File: src/rtl/alu_decode_stage.sv
// rtl/alu_decode_stage.sv - RV64 ALU decode stage: legality check, field split, output FIFO, drop counters
module alu_decode_stage #(
  parameter int DEPTH = 2,
  parameter int CNT_W = 16
) (
  input  logic             clk,
  input  logic             reset,
  input  logic             flush,
  input  logic             in_valid,
  output logic             in_ready,
  input  logic [31:0]      in_inst,
  output logic             out_valid,
  input  logic             out_ready,
  output logic [9:0]       out_opcode,
  output logic [4:0]       out_regA,
  output logic [11:0]      out_regB,
  output logic [4:0]       out_regDest,
  output logic             illegal,
  output logic [31:0]      illegal_inst,
  output logic [CNT_W-1:0] illegal_cnt,
  output logic [CNT_W-1:0] nop_cnt
);

  localparam int PTR_W = (DEPTH > 1) ? $clog2(DEPTH) : 1;
  localparam logic [PTR_W:0]   OCC_ONE  = (PTR_W+1)'(1);
  localparam logic [PTR_W:0]   OCC_FULL = (PTR_W+1)'(DEPTH);
  localparam logic [PTR_W-1:0] PTR_ONE  = PTR_W'(1);
  localparam logic [CNT_W-1:0] CNT_ONE  = CNT_W'(1);
  localparam logic [CNT_W-1:0] CNT_MAX  = '1;

  logic [6:0] op;
  logic [2:0] f3;
  logic [6:0] f7;
  logic [5:0] hi6;
  logic       legal;

  assign op  = in_inst[6:0];
  assign f3  = in_inst[14:12];
  assign f7  = in_inst[31:25];
  assign hi6 = in_inst[31:26];

  always_comb begin
    legal = 1'b0;
    case (op)
      7'h13: begin
        case (f3)
          3'd1:    legal = (hi6 == 6'h00);
          3'd5:    legal = (hi6 == 6'h00) || (hi6 == 6'h10);
          default: legal = 1'b1;
        endcase
      end
      7'h1b: begin
        case (f3)
          3'd0:    legal = 1'b1;
          3'd1:    legal = (f7 == 7'h00);
          3'd5:    legal = (f7 == 7'h00) || (f7 == 7'h20);
          default: legal = 1'b0;
        endcase
      end
      7'h33: begin
        legal = (f7 == 7'h00) || (f7 == 7'h01) ||
                ((f7 == 7'h20) && ((f3 == 3'd0) || (f3 == 3'd5)));
      end
      7'h3b: begin
        case (f7)
          7'h00:   legal = (f3 == 3'd0) || (f3 == 3'd1) || (f3 == 3'd5);
          7'h01:   legal = (f3 == 3'd0) || (f3 >= 3'd4);
          7'h20:   legal = (f3 == 3'd0) || (f3 == 3'd5);
          default: legal = 1'b0;
        endcase
      end
      default: legal = 1'b0;
    endcase
  end

  // Entry packs {opcode, regA, regB, regDest} into exactly 32 bits.
  logic [31:0]      mem [DEPTH];
  logic [PTR_W-1:0] wr_ptr;
  logic [PTR_W-1:0] rd_ptr;
  logic [PTR_W:0]   count;
  logic             ready_en;
  logic             full;
  logic             accept;
  logic             push;
  logic             pop;
  logic [31:0]      entry;
  logic [31:0]      head;

  assign full     = (count == OCC_FULL);
  assign in_ready = ready_en && !full && !flush;
  assign accept   = in_valid && in_ready;
  assign push     = accept && legal && (in_inst[11:7] != 5'd0);
  assign out_valid = (count != '0);
  assign pop      = out_valid && out_ready && !flush;
  assign entry    = {in_inst[14:12], in_inst[6:0], in_inst[19:15], in_inst[31:20], in_inst[11:7]};
  assign head     = mem[rd_ptr];

  // Holds in_ready low until the first edge after reset release.
  always_ff @(posedge clk or negedge reset) begin
    if (!reset) ready_en <= 1'b0;
    else        ready_en <= 1'b1;
  end

  always_ff @(posedge clk) begin
    if (push) mem[wr_ptr] <= entry;
  end

  always_ff @(posedge clk or negedge reset) begin
    if (!reset) begin
      wr_ptr <= '0;
      rd_ptr <= '0;
      count  <= '0;
    end else if (flush) begin
      wr_ptr <= '0;
      rd_ptr <= '0;
      count  <= '0;
    end else begin
      if (push) wr_ptr <= wr_ptr + PTR_ONE;
      if (pop)  rd_ptr <= rd_ptr + PTR_ONE;
      case ({push, pop})
        2'b10:   count <= count + OCC_ONE;
        2'b01:   count <= count - OCC_ONE;
        default: count <= count;
      endcase
    end
  end

  always_comb begin
    out_opcode  = '0;
    out_regA    = '0;
    out_regB    = '0;
    out_regDest = '0;
    if (out_valid) begin
      out_opcode  = head[31:22];
      out_regA    = head[21:17];
      out_regB    = head[16:5];
      out_regDest = head[4:0];
    end
  end

  always_ff @(posedge clk or negedge reset) begin
    if (!reset) begin
      illegal      <= 1'b0;
      illegal_inst <= '0;
      illegal_cnt  <= '0;
      nop_cnt      <= '0;
    end else begin
      illegal <= accept && !legal;
      if (accept && !legal) begin
        illegal_inst <= in_inst;
        if (illegal_cnt != CNT_MAX) illegal_cnt <= illegal_cnt + CNT_ONE;
      end else if (accept && (in_inst[11:7] == 5'd0)) begin
        if (nop_cnt != CNT_MAX) nop_cnt <= nop_cnt + CNT_ONE;
      end
    end
  end

endmodule

File: config.mk
export PLATFORM = sky130hd
export DESIGN_NAME = alu_decode_stage
export DESIGN_NICKNAME = d
export VERILOG_FILES = /design/src/rtl/alu_decode_stage.sv
export SDC_FILE = /design/constraint.sdc
export NUM_CORES = 1
export LEC_CHECK = 0
export CAP_MARGIN = 40
export CORE_ASPECT_RATIO = 0.8
export CORE_MARGIN = 10
export CORE_UTILIZATION = 47
export CTS_CLUSTER_SIZE = 16
export DETAILED_ROUTE_END_ITERATION = 6
export GPL_TIMING_DRIVEN = 0
export MAX_ROUTING_LAYER = met4
export PLACE_DENSITY = 0.75
export SYNTH_ARGS = -nofsm -noshare
export SYNTH_HDL_FRONTEND = slang
export SYNTH_SLANG_ARGS = --single-unit
File: constraint.sdc
create_clock -name clk -period 12.2 [get_ports clk]
set_clock_uncertainty 0.05 [all_clocks]
set_input_delay 1.22 -clock clk [delete_from_list [all_inputs] [get_ports clk]]
set_output_delay 1.22 -clock clk [all_outputs]
set_load 0.02 [all_outputs]
* Word level (Yosys, flattened, before mapping)
Memory sizes are Yosys's and may differ from the RTL's. Cells that the tools add are included.
Cells by class: shift-type cells 0, reduce and logical (&&, ||, !) cells 32, order comparisons 1, add/subtract/negate cells 6, bitwise gates (word level) 1, $mul 0, eq/ne operators 14, muxes and demuxes 16, divide/modulo/power cells 0
Operator list (number):
- adder 16 x 1 -> 16 bit (second input constant) | 2
- inequality test 16 bit (second input constant) | 2
- == test 7 x 6 -> 1 bit (second input constant) | 3
- == test 7 x 5 -> 1 bit (second input constant) | 2
- two-way mux 12 bit | 1
- logical AND 1 bit | 10
- two-way mux 10 bit | 1
- two-way mux 5 bit | 2
- logical OR 1 bit | 8
- == test 7 x 1 -> 1 bit (second input constant) | 1
- logical NOT 7 bit | 1
- == test 6 x 5 -> 1 bit (second input constant) | 1
- logical NOT 6 bit | 1
- two-way mux 1 bit | 6
- one-hot mux 1 bit (3 select lines) | 2
- nonzero test 2 bit | 3
- logical NOT 5 bit | 1
- nonzero test 5 bit | 1
- == test 2 bit (second input constant) | 2
- one-hot mux 1 bit (4 select lines) | 1
- one-hot mux 2 bit (2 select lines) | 1
- == test 3 x 1 -> 1 bit (second input constant) | 1
- == test 3 bit (second input constant) | 1
- >= comparator 3 bit (second input constant) | 1
- 12 further kinds | 15
Word-level totals: logic and storage cells 79, bits of input ports 37, memories 1, output and inout port bits 99, ROM bits 0, bits in registers 70, bits in writable memories 64, latch bits 0
Memory list:
- mem | depth 2, bits a word 32, rd ports 1, clocked after Yosys merged registers in 0, wr ports 1, line 77 | logic [31:0] mem [DEPTH];

* Logic depth before layout (Yosys ltp)
Gate-level depths: netlist (run 1).
depth after elaboration 10, mapped depth 7, gate-level depth less buffers 7

* Worst setup path before layout (run 1)
OpenSTA, ideal clock, no wires.
path type input-to-reg, from input port in_inst[26], to memory mem[1][0], enable pin, arrival time 5.222 ns, data required time 11.682 ns, buffers on the path 0, path slack 6.460 ns, setup time 0.468 ns, stages 5, cells stage by stage or4_1 or4_4 a2111oi_4 a211oi_1 nor3b_1
On the way: longest elaborated chain between the ends 8, elaborated cells between the ends (all ways) 18, classes of those cells eq/ne: 3; mux: 6; reduce/logical: 9
RTL lines:
- start: declaration | line 11 | input logic [31:0] in_inst,
- == test 7 x 6 -> 1 bit (tied with other cells) | line 56, 62, 65
- logical OR 1 bit (tied with other cells) | line 56 | 3'd5: legal = (f7 == 7'h00) || (f7 == 7'h20);
- one-hot mux 1 bit (3 select lines) (tied with other cells) | line 53 | case (f3)
- one-hot mux 1 bit (4 select lines) * | line 44 | case (op)
- logical AND 1 bit * (2 in a row) | line 92 | assign push = accept && legal && (in_inst[11:7] != 5'd0);
- two-way mux 1 bit * | line 105 | if (push) mem[wr_ptr] <= entry;
- two-way mux 1 bit (not written as such) * | line 105
- end: declaration | line 77
Mark *: on every way between the ends. The rest lies on a longest branch, timed or not.

* Worst setup path after layout (run 1)
from input port in_inst[26], to memory mem[0][19], enable pin
The elaborated chain is that of the path after synthesis.

==> results of run 1 <==
==> metal layers <==
layer,track usage,vias up,wire [microns]
met5,-,-,0
met4,0.0401,0,76
met3,0.0684,7,1200
met2,0.255,134,6560
met1,0.222,1978,6460
li1,-,1891,-
==> worst max-delay path, cell delays in order <==
cell and delay (ps):
sky130_fd_sc_hd__clkdlybuf4s50_1 520, sky130_fd_sc_hd__or4_1 600, sky130_fd_sc_hd__or4_4 550, sky130_fd_sc_hd__a2111oi_4 410, sky130_fd_sc_hd__a211oi_1 150, sky130_fd_sc_hd__or3_1 410
sky130_fd_sc_hd__inv_1 590, sky130_fd_sc_hd__buf_16 240
==> registers in the layout, indices dropped and copies added (netlist names) <==
signal and flops:
wr_ptr 1, mem 64, illegal 1, nop_cnt 16
ready_en 1, illegal_inst 32, count 2, illegal_cnt 16
rd_ptr 1
==> power breakdown <==
part	total (W)	internal (W)	switching, W
combinational	0.000163	0.0000840	0.0000793
clock	0.000478	0.000297	0.000182
sequential	0.000523	0.000503	0.0000201
==> cell type report <==
type                       instances  area (sq um)  share of cell area
clock buffer                      20           437              0.0553
sequential                       134          3670               0.465
timing repair buffer             140          1430               0.181
clock inverter                    12           113              0.0143
buffer                            15          75.1             0.00951
antenna                            1          2.50            0.000317
multi-input combinational        274          1960               0.248
inverter                           7          26.3             0.00333
tap                              148           185              0.0234
==> cells by family after synthesis <==
kind of cell / after synthesis / synth area share
and+or+nand+nor: 155 / 0.136
DFF: 134 / 0.642
adders and majority gates: 3 / 0.00612
AOI/OAI and AO/OA: 18 / 0.0267
other: 1 / 0.000655
buffers and inverters: 22 / 0.0177
xor gates and xnor gates: 29 / 0.0444
muxes: 68 / 0.127
==> worst paths after layout <==
check	from	slack, ps	end
setup reg to reg	count[1]	9380	mem[0][19]
min in group asynchronous	reset	710	illegal_cnt[2]
setup / recovery	in_inst[26]	7570	mem[0][19]
max in group asynchronous	reset	10820	illegal_inst[24]
hold reg to reg	nop_cnt[10]	440	nop_cnt[10]
hold / removal	nop_cnt[10]	440	nop_cnt[10]
==> stage by stage <==
step	utilization	hold slack [ps]	total power, W	setup slack (ps)
after floorplan	-	466	0.000601	6460
after detailed placement	0.626	436	0.000696	7150
after global routing	0.673	464	0.00121	7440
after CTS	0.673	449	0.00118	7560
final	0.673	444	0.00116	7570
after global placement	0.619	433	0.000690	4540
==> layout by cell type, fill, tap and decap left out, types with 4 or more instances in the layout <==
cell type / count
sky130_fd_sc_hd__and3_1: 6
sky130_fd_sc_hd__buf_4: 4
sky130_fd_sc_hd__buf_6: 4
sky130_fd_sc_hd__clkbuf_1: 14
sky130_fd_sc_hd__clkbuf_16: 17
sky130_fd_sc_hd__clkdlybuf4s50_1: 134
sky130_fd_sc_hd__clkinv_2: 5
sky130_fd_sc_hd__dfrtp_1: 70
sky130_fd_sc_hd__edfxtp_1: 64
sky130_fd_sc_hd__inv_1: 7
sky130_fd_sc_hd__mux2_2: 36
sky130_fd_sc_hd__mux2i_1: 32
sky130_fd_sc_hd__nand2_1: 21
sky130_fd_sc_hd__nand3_1: 23
sky130_fd_sc_hd__nand4_1: 8
sky130_fd_sc_hd__nor2_1: 48
sky130_fd_sc_hd__nor2b_1: 5
sky130_fd_sc_hd__nor3_1: 16
sky130_fd_sc_hd__nor4_1: 6
sky130_fd_sc_hd__xnor2_1: 14
sky130_fd_sc_hd__xor2_1: 15
==> run summary, run 1 <==
- completed — outcome
- 751 — fin cells
- 0 — final max-slew violation count
- 0 ps — Sum Neg Setup Slack
- 0.336 — area share of the leading cell type in the synthesized netlist
- 0.379 — final worst-path cycle share
- 143 microns — width of the die
- 134 — post-synthesis register bit count
- 17 — Crit Path Max Fanout
- 19.0 microns — wire length per cell
- 127 uV — worst voltage drop across the vdd grid
- 0 — count of hold-fix buffers inserted at cts
- 718 — number of instances in the placed design
- 0 — DR DRC count
- 784 ps — worst-margin pin slew
- 4 — depth of the CTS H-tree
- 0 — number of nets with antenna violations after routing
- sky130_fd_sc_hd__edfxtp_1 34%, sky130_fd_sc_hd__dfrtp_1 31%, sky130_fd_sc_hd__mux2_2 7.1%, sky130_fd_sc_hd__mux2i_1 5.6%, sky130_fd_sc_hd__nor2_1 3.1% — top area cells in the synthesized netlist
- 17 — number of buffers created by CTS
- 2.96 nW — leakage power figure
- 22700 microns — first-pass GRT wire length
- 14300 microns — Routed Wire Length
- 0 — Hold Fails Final Rpt
- 0.522 — share of async-settable or async-resettable flops after synthesis
- 0 — GRT overflow
- 0 — # setup viols final
- 0.642 — part of the Yosys area used for sequential elements
- 430 — number of standard cells after synthesis
- 10300 microns — post-detail-place hpwl
- 44 — distinct cell type count of the synthesized netlist
- 628 — net count reported at finish
- 857 — # fillers
- 39 — maximum number of pins on one net before global-route repair
- 0 — post-CTS setup repair buffer count
- 147 mW/mm^2 — power per unit of standard cell area
- 5.34 — drt via density
- done — CTS tree
- 0 — number of violations of the max-capacitance limit
- 0.477 — relative max-transition margin
- flip-flop to flip-flop — class of the tightest hold or removal check
- 0.00735 sq mm — placed cell area
- 35 — std cell rows
- 0 — count of cells resized by post-cts repair
- 7 — FF-to-FF path depth
- 0.833 — final weighted congestion in routability-driven placement
- 2 — buffer levels on the longest clock path
- 251 — detailed router's first-iteration violation count
- 0.174 — total routing resource utilization after global routing
- 4690 ps — arrival time reported for the critical path endpoint
- 216 MHz — f_max
- 0.00790 sq mm — cell area after layout
- 12260 ps — required time at the worst-slack endpoint
- 136 — top-level port count
- 0.0170 sq mm — area of the die
- 1 — cell depth of the worst hold path
- no — unrepaired setup endpoints after global routing
- 0.00573 sq mm — post-synthesis instance area
- 50 ps — CTS clock-pin slew for the worst setup and hold paths
- 4010 — Vias
- sky130_fd_sc_hd__clkbuf_16 — root cell of the clock tree
- 0.488 — effective utilization at floorplan
- 0 — YS warnings
- 119 microns — height of the die
- 64 — count of flip-flops with a built-in enable after synthesis
- 4 — length of the first detailed-routing pass in iterations
- input pin — crit start category
- input pin to flip-flop — critical setup path kind
- 37.9% — layout-stage area growth over the synthesis result
- 1 — initial antenna violation count
- 4630 ps — Final min period
- 4103 — vias in the first global route
- sky130_fd_sc_hd__dfrtp_1 — most repeated cell in the gate-level netlist after synthesis
- 13.3 sq um — mean area per synthesized cell
- sky130_fd_sc_hd__dfrtp_1 — prevailing post-synth register cell
- 410 ps — later-pin clock latency in the skew report
- sky130_fd_sc_hd__edfxtp_1 — library cell with the largest summed area after synthesis
- 0.0117 sq mm — Core Box Area
- 70 x sky130_fd_sc_hd__dfrtp_1, 64 x sky130_fd_sc_hd__edfxtp_1, 48 x sky130_fd_sc_hd__nor2_1 — Commonest cells post-synth
- 134 — Clock Sink Count
- 135 — count of buffers from port buffering
- 469 — Post-Synthesis Net Count
- 0.130 — fraction of layout instances using a drive strength above 1
- flip-flop — nature of the critical path endpoint
Power figures use the tool's default switching activity.
==> inputs of run 2 (changes only) <==
--- a/config.mk
+++ b/config.mk
@@ -8,7 +8,7 @@
 export CAP_MARGIN = 40
 export CORE_ASPECT_RATIO = 0.8
 export CORE_MARGIN = 10
-export CORE_UTILIZATION = 47
+export CORE_UTILIZATION = 45
 export CTS_CLUSTER_SIZE = 16
 export DETAILED_ROUTE_END_ITERATION = 6
 export GPL_TIMING_DRIVEN = 0
==> constraint.sdc (replaced) <==
create_clock -name clk -period 3.7 [get_ports clk]
set_clock_uncertainty 0.05 [all_clocks]
set_input_delay 0.37 -clock clk [delete_from_list [all_inputs] [get_ports clk]]
set_output_delay 0.37 -clock clk [all_outputs]
set_load 0.02 [all_outputs]
==> run summary, run 2 (synthesis gave the netlist of run 1 again) <==
- completed — outcome
- 0.0123 sq mm — Core Box Area, +4.8%
- 382 uV — worst voltage drop across the vdd grid, +200%
- 121 microns — height of the die, +1.8%
- 14400 microns — Routed Wire Length, +0.92%
- in_inst[26] — start point of the critical path
- input pin to flip-flop — critical setup path kind
- 0 — GRT overflow, unchanged
- 397 ps — worst hold margin, -46.7 ps
- 10600 microns — post-detail-place hpwl, +3.3%
- clkdlybuf4s50_1 -> or4_1 -> or4_4 -> a2111oi_4 -> a211oi_1 -> or3_1 -> clkinvlp_4 -> buf_16 — ordered cell list for the critical path
- input pin — crit start category
- 4 — depth of the CTS H-tree, unchanged
- 0.00795 sq mm — cell area after layout, +0.62%
- 3590 ps — arrival time reported for the critical path endpoint, -1100 ps
- 38 — maximum number of pins on one net before global-route repair, -2.6%
- 0 — final max-slew violation count, unchanged
- mem[0][17] — worst r2r dst
- 0.170 — total routing resource utilization after global routing, -0.00434
- 17 — Crit Path Max Fanout, unchanged
- 0 — # setup viols final, unchanged
- 136 — top-level port count, unchanged
- 3520 ps — Final min period
- 5.28 — drt via density, -1.1%
- 410 ps — later-pin clock latency in the skew report, about the same
- 4356 — vias in the first global route, +6.2%
- done — CTS tree
- 0.0177 sq mm — area of the die, +3.8%
- 769 ps — worst-margin pin slew, -14.8 ps
- 0.486 — relative max-transition margin, +0.00987
- 0 — number of violations of the max-capacitance limit, unchanged
- 284 MHz — f_max
- count[1] — launching point of the worst reg2reg path
- no — unrepaired setup endpoints after global routing
- 64 — number of flip-flops in the largest register, unchanged
- flip-flop — nature of the critical path endpoint
- mem x64, illegal_inst x32 — leading registers by flop count
- 2 — buffer levels on the longest clock path, unchanged
- 50 ps — CTS clock-pin slew for the worst setup and hold paths, about the same
- 7 — FF-to-FF path depth, unchanged
- 740 — number of instances in the placed design, +3.1%
- 2.97 nW — leakage power figure, +0.52%
- 0.646 — core utilization of the finished layout, -0.0267
- 483 mW/mm^2 — power per unit of standard cell area, +230%
- 0 — DR DRC count, unchanged
- 134 x sky130_fd_sc_hd__clkdlybuf4s50_1, 70 x sky130_fd_sc_hd__dfrtp_1, 64 x sky130_fd_sc_hd__edfxtp_1 — most frequent cells in the layout
- 0.825 — final weighted congestion in routability-driven placement, -1.0%
- 23200 microns — first-pass GRT wire length, +2.1%
- 172 — detailed router's first-iteration violation count, -31%
- sky130_fd_sc_hd__clkbuf_16 — root cell of the clock tree
- 4 — length of the first detailed-routing pass in iterations, unchanged
- 4084 — Vias, +1.8%
- mem[0][17] — CP Capture Point
- 38.8% — layout-stage area growth over the synthesis result
- input pin to async pin — class of the tightest hold or removal check
- sky130_fd_sc_hd__or4_1 — Crit-path slowest cell
- 134 — Clock Sink Count, unchanged
- mem — top register by number of flip-flops
- 0.00384 W — Pwr Total, +230%
- 135 — count of buffers from port buffering, unchanged
- 18.7 microns — wire length per cell, -1.9%
- 146 microns — width of the die, +1.9%
- 0.130 — fraction of layout instances using a drive strength above 1, unchanged
- 0 — initial antenna violation count, -1
- 0.466 — effective utilization at floorplan, -0.0222
- 628 — net count reported at finish, unchanged
- 36 — std cell rows, +2.9%
- 17 — number of buffers created by CTS, unchanged
- 0.00738 sq mm — placed cell area, +0.43%
- sky130_fd_sc_hd__clkdlybuf4s50_1 — most frequent standard cell in the layout excluding fill and tap cells
- 610 ps — maximum single-stage delay on the critical path, about the same
- 0.951 — final worst-path cycle share
- 0 — final antenna diode count, -1
- 0 — Hold Fails Final Rpt, unchanged
- 3770 ps — required time at the worst-slack endpoint, -8490 ps
- 1220 ps — Reg2Reg Setup Slack, -8160 ps
- 0 — number of nets with antenna violations after routing, unchanged
- 773 — fin cells, +2.9%
==> run 2: repair_timing <==
item / 4_1_cts / 5_1_grt
setup endpoints to repair: 17 / 0
hold buffers: 1 / 0
gates resized for setup: 1 / 0
buffers inserted: 0 / 0
endpoints found under the hold margin: 33 / 0
==> run 2: cell type report <==
cell class / instances / area [sq um]
Tap cell: 171 / 214
Multi-Input combinational cell: 274 / 1960
Clock buffer: 19 / 443
Buffer: 15 / 75.1
Clock inverter: 13 / 113
Fill cell: 961 / 4350
Timing Repair Buffer: 140 / 1440
Sequential cell: 134 / 3670
Inverter: 7 / 30.0
==> run 2: layer usage <==
metal	part of all wire	track usage
met3	0.085	0.0704
met4	0.0077	0.0506
met1	0.43	0.199
met2	0.48	0.265
met5	0	-
==> run 2: worst max-delay path, delay by kind of cell <==
| kind | cells | cell delay (ps) |
|---|---|---|
| compound gates | 2 | 560 |
| buf+inv | 3 | 1030 |
| simple gates | 3 | 1620 |
==> run 2: worst min-delay path by stage <==
stage / startpoint / endpoint / slack [ps] / cells past startpoint
after global placement: nop_cnt[14] / nop_cnt[14] / 420 / 1
final: reset / illegal_cnt[8] / 400 / 2
after floorplan: reset / count[0] / 20 / 0
after detailed placement: reset / illegal_cnt[8] / 300 / 1
after global routing: reset / illegal_cnt[13] / 440 / 2
after CTS: reset / illegal_cnt[13] / 400 / 2
==> run 2: where the power goes <==
part | internal, W | switching (W)
clock | 0.000990 | 0.000582
combinational | 0.000279 | 0.000262
sequential | 0.00166 | 0.0000649
==> run 2: through the flow <==
stage	worst slack (ps)	setup TNS, ps
after global routing	50.0	0
final	181	0
after global placement	-689	-56090
after CTS	176	0
after floorplan	262	0
after detailed placement	-497	-18950
==> inputs of run 3 (changes only) <==
--- a/config.mk
+++ b/config.mk
@@ -14,6 +14,7 @@
 export GPL_TIMING_DRIVEN = 0
 export MAX_ROUTING_LAYER = met4
 export PLACE_DENSITY = 0.75
+export SLEW_MARGIN = 30
 export SYNTH_ARGS = -nofsm -noshare
 export SYNTH_HDL_FRONTEND = slang
 export SYNTH_SLANG_ARGS = --single-unit
==> run summary, run 3 (synthesis gave the netlist of run 1 again) <==
- no — unrepaired setup endpoints after global routing
- 0 — initial antenna violation count, unchanged
- 371 uV — worst voltage drop across the vdd grid, -2.9%
- 50 ps — CTS clock-pin slew for the worst setup and hold paths, about the same
- 420 ps — later-pin clock latency in the skew report, about the same
- 32 — Crit Path Max Fanout, +15
- 4327 — vias in the first global route, -0.67%
- 4045 — Vias, -0.95%
- 289 MHz — f_max, +1.8%
- 136 — top-level port count, unchanged
- 6850 microns — WL met2, -0.44%
- 64 — number of flip-flops in the largest register, unchanged
- mem[0][31] — worst r2r dst
- mem — top register by number of flip-flops
- 0 — post-CTS setup repair buffer count, unchanged
- 0 — number of violations of the max-capacitance limit, unchanged
- 38 — maximum number of pins on one net before global-route repair, unchanged
- 0 — final max-slew violation count, unchanged
- 1270 ps — Reg2Reg Setup Slack, +50 ps
- 0 — final antenna diode count, unchanged
- input pin — crit start category
- done — CTS tree
- 146 microns — width of the die, unchanged
- 4 — depth of the CTS H-tree, unchanged
- count[1] — launching point of the worst reg2reg path
- mem[0][31] — CP Capture Point
- 2.96 nW — leakage power figure, -0.59%
- 627 — net count reported at finish, -0.16%
- met4 — highest metal layer used by the detailed router
- sky130_fd_sc_hd__clkbuf_16 — root cell of the clock tree
- 3700 ps — required time at the worst-slack endpoint, -70 ps
- sky130_fd_sc_hd__or4_1 — Crit-path slowest cell
- input pin to async pin — class of the tightest hold or removal check
- 3460 ps — Final min period, -61.1 ps
- 772 — fin cells, -0.13%
- 0.0123 sq mm — Core Box Area, unchanged
- 600 ps — maximum single-stage delay on the critical path, about the same
- 242 ps — Setup WS post-layout, +61.1 ps
- -310 ps — post-placement worst setup slack, +187 ps
- 18.8 microns — wire length per cell, +0.73%
- in_inst[26] — start point of the critical path
- 121 microns — height of the die, unchanged
- 5.24 — drt via density, -0.83%
- 0 — Hold Fails Final Rpt, unchanged
- 36 — std cell rows, unchanged
- 480 mW/mm^2 — power per unit of standard cell area, -0.62%
- 0 — DR DRC count, unchanged
- 0.0177 sq mm — area of the die, unchanged
- 17 — number of buffers created by CTS, unchanged
- sky130_fd_sc_hd__clkdlybuf4s50_1 — most frequent standard cell in the layout excluding fill and tap cells
- 0.171 — total routing resource utilization after global routing, +0.00153
- 0.825 — final weighted congestion in routability-driven placement, unchanged
- 2 — buffer levels on the longest clock path, unchanged
- completed — outcome
- 0 — number of nets with antenna violations after routing, unchanged
- 746 ps — worst-margin pin slew, -23.2 ps
- 14500 microns — Routed Wire Length, +0.60%
- 0 — GRT overflow, unchanged
- 7 — length of the first detailed-routing pass in iterations, +3
- 10500 microns — post-detail-place hpwl, -0.53%
- 0.466 — effective utilization at floorplan, unchanged
- 0.502 — relative max-transition margin, +0.0155
- clkdlybuf4s50_1 -> or4_1 -> or4_4 -> a2111oi_4 -> a211oi_1 -> or3_1 -> clkinv_2 — ordered cell list for the critical path
- 0.128 — fraction of layout instances using a drive strength above 1, -0.00145
- mem x64, illegal_inst x32 — leading registers by flop count
- input pin to flip-flop — critical setup path kind
- 134 x sky130_fd_sc_hd__clkdlybuf4s50_1, 70 x sky130_fd_sc_hd__dfrtp_1, 64 x sky130_fd_sc_hd__edfxtp_1 — most frequent cells in the layout
- 23100 microns — first-pass GRT wire length, -0.42%
- 6330 microns — M1 WL, +1.7%
- 135 — count of buffers from port buffering, unchanged
- 3450 ps — arrival time reported for the critical path endpoint, -140 ps
- 38.0% — layout-stage area growth over the synthesis result
- 0.935 — final worst-path cycle share, -0.0165
- 182 — detailed router's first-iteration violation count, +5.8%
- flip-flop — nature of the critical path endpoint
- 739 — number of instances in the placed design, -0.14%
- 1160 microns — Detail Route met3 WL, -5.0%
- 6 — FF-to-FF path depth, -1
- 134 — Clock Sink Count, unchanged
- 0 — # setup viols final, unchanged
## run 3: how the worst min path moves through the flow
stage	start	end	slack, ps	cells past startpoint
6_report	reset	illegal_cnt[8]	400	2
2_1_floorplan	reset	count[0]	20	0
3_3_place_gp	nop_cnt[14]	nop_cnt[14]	420	1
4_1_cts	reset	illegal_cnt[8]	400	2
3_5_place_dp	reset	illegal_cnt[8]	300	1
5_1_grt	reset	illegal_cnt[13]	440	2
## run 3: worst max-delay path, delay by kind of cell
family / cells / cell delay, ps
AO/OA/AOI/OAI: 2 / 560
buffers and inverters: 2 / 930
AND/OR/NAND/NOR: 3 / 1580
## run 3: timing repair
action,in CTS,in global routing
gates resized for setup,0,1
endpoints found under the hold margin,33,0
hold buffers,1,0
setup endpoints to repair,0,32
## run 3: stage by stage
stage | cell area, sq um | total power, W | TNS [ps] | util | hold WS [ps]
finish | 7900 | 0.00379 | 0 | 0.642 | 395
global route | 7900 | 0.00393 | 0 | 0.642 | 443
CTS | 7900 | 0.00383 | 0 | 0.642 | 397
detailed placement | 7350 | 0.00230 | -13990 | 0.598 | 304
global placement | 7300 | 0.00227 | -56090 | 0.594 | 424
floorplan | 5740 | 0.00198 | 0 | - | 24.4
## run 3: metal layers
| layer | global-route usage | up-vias |
|---|---|---|
| met2 | 0.270 | 150 |
| met4 | 0.0705 | 0 |
| li1 | - | 1884 |
| met3 | 0.0634 | 16 |
| met1 | 0.196 | 1995 |
| met5 | - | - |
## run 3: layout make-up
class	instances	area, sq um
Fill cell	940	4400
Sequential cell	134	3670
Inverter	7	27.5
Multi-Input combinational cell	274	1960
Tap cell	171	214
Buffer	15	75.1
Timing Repair Buffer	139	1410
Clock buffer	28	517
Clock inverter	4	22.5
## run 3: where the power goes
| part | switching [W] | total (W) | leakage, nW | internal, W |
|---|---|---|---|---|
| Combinational | 0.000263 | 0.000541 | 1.22 | 0.000279 |
| Clock | 0.000583 | 0.00153 | 0.264 | 0.000942 |
| Sequential | 0.0000652 | 0.00172 | 1.47 | 0.00166 |
| Total | 0.000911 | 0.00379 | 2.96 | 0.00288 |
